$ cat src/rtl/ibex_pkg.sv
// ibex_pkg: shared register-file access controller types and constants.
package ibex_pkg;
    localparam int RegAddrW = 5;
    typedef enum logic [1:0] {RfAccIdle, RfAccAccess, RfAccResp} rf_acc_state_e;
endpackage

$ cat src/rtl/ibex_rf_access_ctrl.sv
// ibex_rf_access_ctrl: debug-time register file access sequencer with core pass-through.
module ibex_rf_access_ctrl
    import ibex_pkg::*;
#(
    parameter bit RV32E     = 1'b0,
    parameter int DataWidth = 32
) (
    input  logic                 clk_i,
    input  logic                 rst_i,
    input  logic                 core_halted_i,
    input  logic                 req_i,
    output logic                 gnt_o,
    input  logic                 we_i,
    input  logic [RegAddrW-1:0]  addr_i,
    input  logic [DataWidth-1:0] wdata_i,
    output logic                 rvalid_o,
    output logic [DataWidth-1:0] rdata_o,
    output logic                 err_o,
    input  logic [RegAddrW-1:0]  core_raddr_a_i,
    input  logic [RegAddrW-1:0]  core_waddr_a_i,
    input  logic [DataWidth-1:0] core_wdata_a_i,
    input  logic                 core_we_a_i,
    output logic [RegAddrW-1:0]  rf_raddr_a_o,
    input  logic [DataWidth-1:0] rf_rdata_a_i,
    output logic [RegAddrW-1:0]  rf_waddr_a_o,
    output logic [DataWidth-1:0] rf_wdata_a_o,
    output logic                 rf_we_a_o,
    input  logic                 rf_err_i
);
    rf_acc_state_e state, state_next;
    logic [RegAddrW-1:0] addr_q;
    logic [DataWidth-1:0] wdata_q, rdata_q;
    logic we_q, inv_q, err_q, access, acc_wr;

    always_ff @(posedge clk_i or posedge rst_i) begin
        if (rst_i) state <= RfAccIdle;
        else state <= state_next;
    end

    always_comb begin
        state_next = (state == RfAccIdle) ? (gnt_o ? RfAccAccess : RfAccIdle) :
                     (state == RfAccAccess) ? RfAccResp : RfAccIdle;
    end

    // A core write in ACCESS takes the write port; the request write is dropped.
    always_comb begin
        gnt_o        = (state == RfAccIdle) & req_i & core_halted_i & ~core_we_a_i & ~rst_i;
        access       = (state == RfAccAccess);
        acc_wr       = access & we_q & ~inv_q & (|addr_q) & ~core_we_a_i;
        rf_raddr_a_o = (access & ~we_q & ~inv_q) ? addr_q : core_raddr_a_i;
        rf_we_a_o    = core_we_a_i | acc_wr;
        rf_waddr_a_o = acc_wr ? addr_q : core_waddr_a_i;
        rf_wdata_a_o = acc_wr ? wdata_q : core_wdata_a_i;
        rvalid_o     = (state == RfAccResp);
        err_o        = rvalid_o & err_q;
        rdata_o      = (rvalid_o & ~err_q) ? rdata_q : '0;
    end

    always_ff @(posedge clk_i or posedge rst_i) begin
        if (rst_i) begin
            we_q    <= 1'b0;
            addr_q  <= '0;
            wdata_q <= '0;
            inv_q   <= 1'b0;
            rdata_q <= '0;
            err_q   <= 1'b0;
        end else if (gnt_o) begin
            we_q    <= we_i;
            addr_q  <= addr_i;
            wdata_q <= wdata_i;
            inv_q   <= RV32E & addr_i[RegAddrW-1];
        end else if (access) begin
            rdata_q <= (we_q | inv_q) ? '0 : rf_rdata_a_i;
            err_q   <= inv_q | rf_err_i | (core_we_a_i & we_q);
        end
    end
endmodule

$ cat config.mk
export PLATFORM = sky130hd
export DESIGN_NAME = ibex_rf_access_ctrl
export DESIGN_NICKNAME = d
export VERILOG_FILES = /design/src/rtl/ibex_pkg.sv /design/src/rtl/ibex_rf_access_ctrl.sv
export SDC_FILE = /design/constraint.sdc
export NUM_CORES = 1
export LEC_CHECK = 0
export BUFFER_PORTS_ARGS = -buffer_cell sky130_fd_sc_hd__buf_2
export CORE_MARGIN = 4
export CORE_UTILIZATION = 45
export DETAILED_ROUTE_END_ITERATION = 10
export PLACE_DENSITY = 0.79
export SLEW_MARGIN = 20
export SYNTH_ARGS = -nofsm -noshare
export SYNTH_HDL_FRONTEND = slang
export SYNTH_SLANG_ARGS = --single-unit
$ cat constraint.sdc
create_clock -name clk_i -period 3.6 [get_ports clk_i]
set_clock_uncertainty 0.2 [all_clocks]
set_input_delay 0.36 -clock clk_i [delete_from_list [all_inputs] [get_ports clk_i]]
set_output_delay 0.36 -clock clk_i [all_outputs]
set_load 0.005 [all_outputs]
Yosys cells after proc, flatten, opt, wreduce, memory -nomap -nowiden
Cells that the tools add are included.
{"block": "totals", "regBits": 73, "input_bits": 118, "output_inout_bits": 78, "word_cells": 37}
{"block": "classes", "eq_ne": 2, "n_mux": 8, "bitwise": 18, "reduce_logical": 3}
{"operator": "32-bit 2-to-1 mux", "n": 3}
{"operator": "1-bit AND", "n": 11}
{"operator": "5-bit 2-to-1 mux", "n": 2}
{"operator": "1-bit inverter", "n": 5}
{"operator": "5-bit OR reduction", "n": 1}
{"operator": "2-bit 2-to-1 mux", "n": 2}
{"operator": "2-bit by 1-bit == test with 1-bit output (second input constant)", "n": 1}
{"operator": "2-bit == test (second input constant)", "n": 1}
{"operator": "2-bit logical NOT", "n": 1}
{"operator": "1-bit OR", "n": 2}
{"operator": "2-bit AND reduction", "n": 1}
{"operator": "1-bit 2-to-1 mux", "n": 1}

Longest topological paths before layout
{"block": "logic_depth", "depth_word": 7, "depth_mapped": 5, "depth_no_buf": 4}

Worst setup path after synthesis
Ideal clock, no wire load.
{"block": "synth_timing", "path_kind": "input -> register", "start": "input rst_i", "end": "register addr_q[4]", "setup_time_ns": 0.125, "arrival_ns": 2.886, "required_time_ns": 3.275, "slack_ns": 0.390, "stages": 5, "n_path_buf": 2, "path_cell_list": "inv_1 -> nand3_1 -> clkbuf_1 -> buf_2 -> mux2_2"}
{"block": "synth_via", "elab_chain_cells": 2}
{"element": "start: declaration", "line": "ibex_rf_access_ctrl.sv:9", "rtl": "input logic rst_i,"}
{"element": "1-bit inverter", "line": "ibex_rf_access_ctrl.sv:47", "rtl": "gnt_o = (state == RfAccIdle) & req_i & core_halted_i & ~core_we_a_i & ~rst_i;"}
{"element": "1-bit AND", "line": "ibex_rf_access_ctrl.sv:47"}
{"element": "end signal: assignment", "line": "ibex_rf_access_ctrl.sv:69", "rtl": "addr_q <= addr_i;"}
{"element": "end: declaration", "line": "ibex_rf_access_ctrl.sv:31", "rtl": "logic [RegAddrW-1:0] addr_q;"}
No other way between the ends.
A chain may end at the register's enable or synchronous reset.

Worst setup path in the final report
{"block": "layout_timing", "start": "register addr_q[1]", "end": "output rf_wdata_a_o[26]"}
{"block": "layout_via", "elab_chain_cells": 4}
{"element": "5-bit OR reduction", "line": "ibex_rf_access_ctrl.sv:49", "rtl": "acc_wr = access & we_q & ~inv_q & (|addr_q) & ~core_we_a_i;"}
{"element": "1-bit AND (2 in series)", "line": "ibex_rf_access_ctrl.sv:49"}
{"element": "32-bit 2-to-1 mux", "line": "ibex_rf_access_ctrl.sv:53", "rtl": "rf_wdata_a_o = acc_wr ? wdata_q : core_wdata_a_i;"}
{"element": "end: declaration", "line": "ibex_rf_access_ctrl.sv:26", "rtl": "output logic [DataWidth-1:0] rf_wdata_a_o,"}
No other way between the ends.

==> flow_summary.json <==
{
  "outcome": "completed",
  "viasPerCell": 4.78,
  "ys_seq_area_frac": 0.501,
  "clk_pin_slew_ns": 0.08,
  "root_buffer": "clkbuf_8",
  "r2r-start": "state[0]",
  "postRouteAntennaNets": 0,
  "holdWs_ns": 0.0500,
  "areaGrowthSynthToFinish_pct": 35.8,
  "crit_path_start_kind": "flip-flop",
  "worstMarginPinSlew_ns": 0.706,
  "core_mm2": 0.00781,
  "ir_drop_v": 0.000246,
  "row_count": 32,
  "clk_path_buf_depth": 2,
  "antenna_found_initial": 0,
  "p_seq_frac": 0.497,
  "p_leak_nw": 2.57,
  "setup_viol": 0,
  "ff2ff_setup_slack_ns": 1.72,
  "drive_above_1_share": 0.576,
  "drcViolationCount": 0,
  "p_sw_uw": 569,
  "cts.sinks": 73,
  "reg2reg_depth": 4,
  "syn-cell-area_mm2": 0.00364,
  "swShare": 0.255,
  "fmax_mhz": 315,
  "netlist_instances": 322,
  "r2r_end": "wdata_q[27]",
  "period_share": 0.881,
  "finalNetCount": 632,
  "synth_compound_area_frac": 0.0560,
  "power_density_mw_per_mm2": 450,
  "min_path_type": "primary input to flip-flop",
  "critPathMaxFanout": 20,
  "cts_tree": "yes",
  "drtPass1Iterations": 4,
  "fin_util": 0.634,
  "fp.dieH_um": 98.0,
  "grt_pass1_vias": 3132,
  "synth.distinct_cells": 21,
  "synthTopCellsByArea": "dfrtp_1 50%, mux2_2 24%, and2_1 5.7%, nand2b_1 5.7%, o21ai_0 4.5%",
  "drv_slew": 0,
  "rsz0062_at_grt": "false",
  "period_needed_ns": 3.17,
  "yosys.area.top_type_share": 0.501,
  "synth_area_leader_cell": "dfrtp_1",
  "clock_power_share": 0.327,
  "drtIter0Drc": 51,
  "dp_hpwl_um": 7250,
  "n_antenna_cell": 0,
  "portBuffers": 195,
  "layout_commonest_cell": "buf_2",
  "insertion_delay_ns": 0.33,
  "whs_endpoint": "wdata_q[29]",
  "cell_internal_pwr_mw": 1.66,
  "gp_congestion": 0.836,
  "yosys_warnings": 0,
  "vias": 2968,
  "min-delay-start": "wdata_i[29]",
  "track_usage": 0.195,
  "h-tree-depth": 3,
  "worstSetupEndpointType": "output port",
  "crit_type": "flip-flop to output port",
  "hold_violations": 0,
  "avgSynthCellArea_um2": 11.3,
  "ios": 196,
  "layout_common_cells": "195 x buf_2, 78 x mux2_2, 73 x dfrtp_1",
  "routedWlPerCell_um": 15.1,
  "synth_top_family_by_area": "multiplexers",
  "cts-buffers-inserted": 9,
  "initial_core_util": 0.467,
  "routed_wl_um": 9370,
  "combinationalPowerShare": 0.177,
  "tns_ns": 0,
  "synth-seq-cells": 73,
  "maxSlewHeadroom": 0.529,
  "cp.arrival_ns": 2.61,
  "synth_fp_nets": 440,
  "synth-xor-area-share": 0,
  "synth-simple-area-share": 0.164,
  "grt_max_degree": 68,
  "synthAdderAreaFrac": 0,
  "die_area_mm2": 0.00960,
  "dieWidth_um": 98.0,
  "grt-ovfl-total": 0,
  "maxCapViolations": 0,
  "muxShareOfSynthArea": 0.247,
  "crit_required_ns": 3.04,
  "grt_pass1_wl_um": 15100,
  "cts_resized": 0,
  "hold_depth": 2
}
[power groups by stage]
stage               Sequential [mW]  Combinational, mW  Clock, mW
detailed placement             1.12              0.400          0
floorplan                      1.07              0.268          0
global route                   1.13              0.450      0.775
finish                         1.11              0.393      0.728
global placement               1.11              0.383          0
CTS                            1.11              0.401      0.745
[synthesized netlist by cell type]
master	count
buf_2	2
o2111ai_4	1
nand4_1	1
o211ai_1	1
nand3_1	1
a21oi_1	1
mux2_2	78
mux2_1	2
nor3_1	2
nand2_1	34
nor4b_1	1
clkbuf_1	16
or4_4	1
nand2b_1	33
buf_6	3
inv_1	3
dfrtp_1	73
o21ai_0	33
nor2_1	1
nor2b_1	2
and2_1	33
[how the worst max path moves through the flow]
| stage | slack, ns | end | cells after the start | from |
|---|---|---|---|---|
| floorplan | 0.39 | addr_q[4] | 5 | rst_i |
| global placement | 0.84 | rf_waddr_a_o[4] | 5 | addr_q[1] |
| detailed placement | 0.76 | rf_wdata_a_o[26] | 5 | addr_q[1] |
| CTS | 0.40 | rf_wdata_a_o[26] | 5 | addr_q[1] |
| global route | 0.34 | rf_wdata_a_o[19] | 5 | addr_q[1] |
| finish | 0.43 | rf_wdata_a_o[26] | 5 | addr_q[1] |
[timing repair]
action,in CTS,in global routing
endpoints found under the hold margin,16,0
setup endpoints to repair,0,0
hold buffers,1,0
setup buffers,0,0
[cells by family after synthesis]
family,after synthesis
buffers and inverters,24
AOI/OAI and AO/OA,36
and+or+nand+nor,109
DFF,73
muxes,80
[final cells by class]
type / count / area [um^2]
fillers: 669 / 2860
inverters: 3 / 12.5
clock buffers: 12 / 155
clock inverters: 4 / 75.1
repair buffers: 202 / 1040
multi-input cells: 225 / 1710
flip-flops and latches: 73 / 1830
well taps: 102 / 128
[stage by stage]
step / area (um^2) / worst slack, ns / instances / total power [mW]
after floorplan: 3640 / 0.390 / 322 / 1.34
after global placement: 4710 / 0.844 / 604 / 1.49
after detailed placement: 4710 / 0.762 / 604 / 1.52
after CTS: 4950 / 0.398 / 621 / 2.25
after global routing: 4950 / 0.343 / 621 / 2.35
final: 4950 / 0.429 / 621 / 2.23
[per-layer routing]
metal	track usage	share of wire
met5	0	0
met4	0.0777	0.023
met3	0.0557	0.082
met2	0.336	0.50
met1	0.228	0.40
[registers in the layout, indices dropped and copies added, names as in the netlist]
name	cells
addr_q	5
err_q	1
rdata_q	32
state	2
wdata_q	32
we_q	1
[worst max-delay path: stages (launching register included)]
cell       delay [ns]
dfrtp_1          0.41
or4_4            0.56
o2111ai_4        0.57
buf_12           0.24
mux2_2           0.35
buf_2            0.13
No activity file was read; power rests on OpenSTA's default activity.
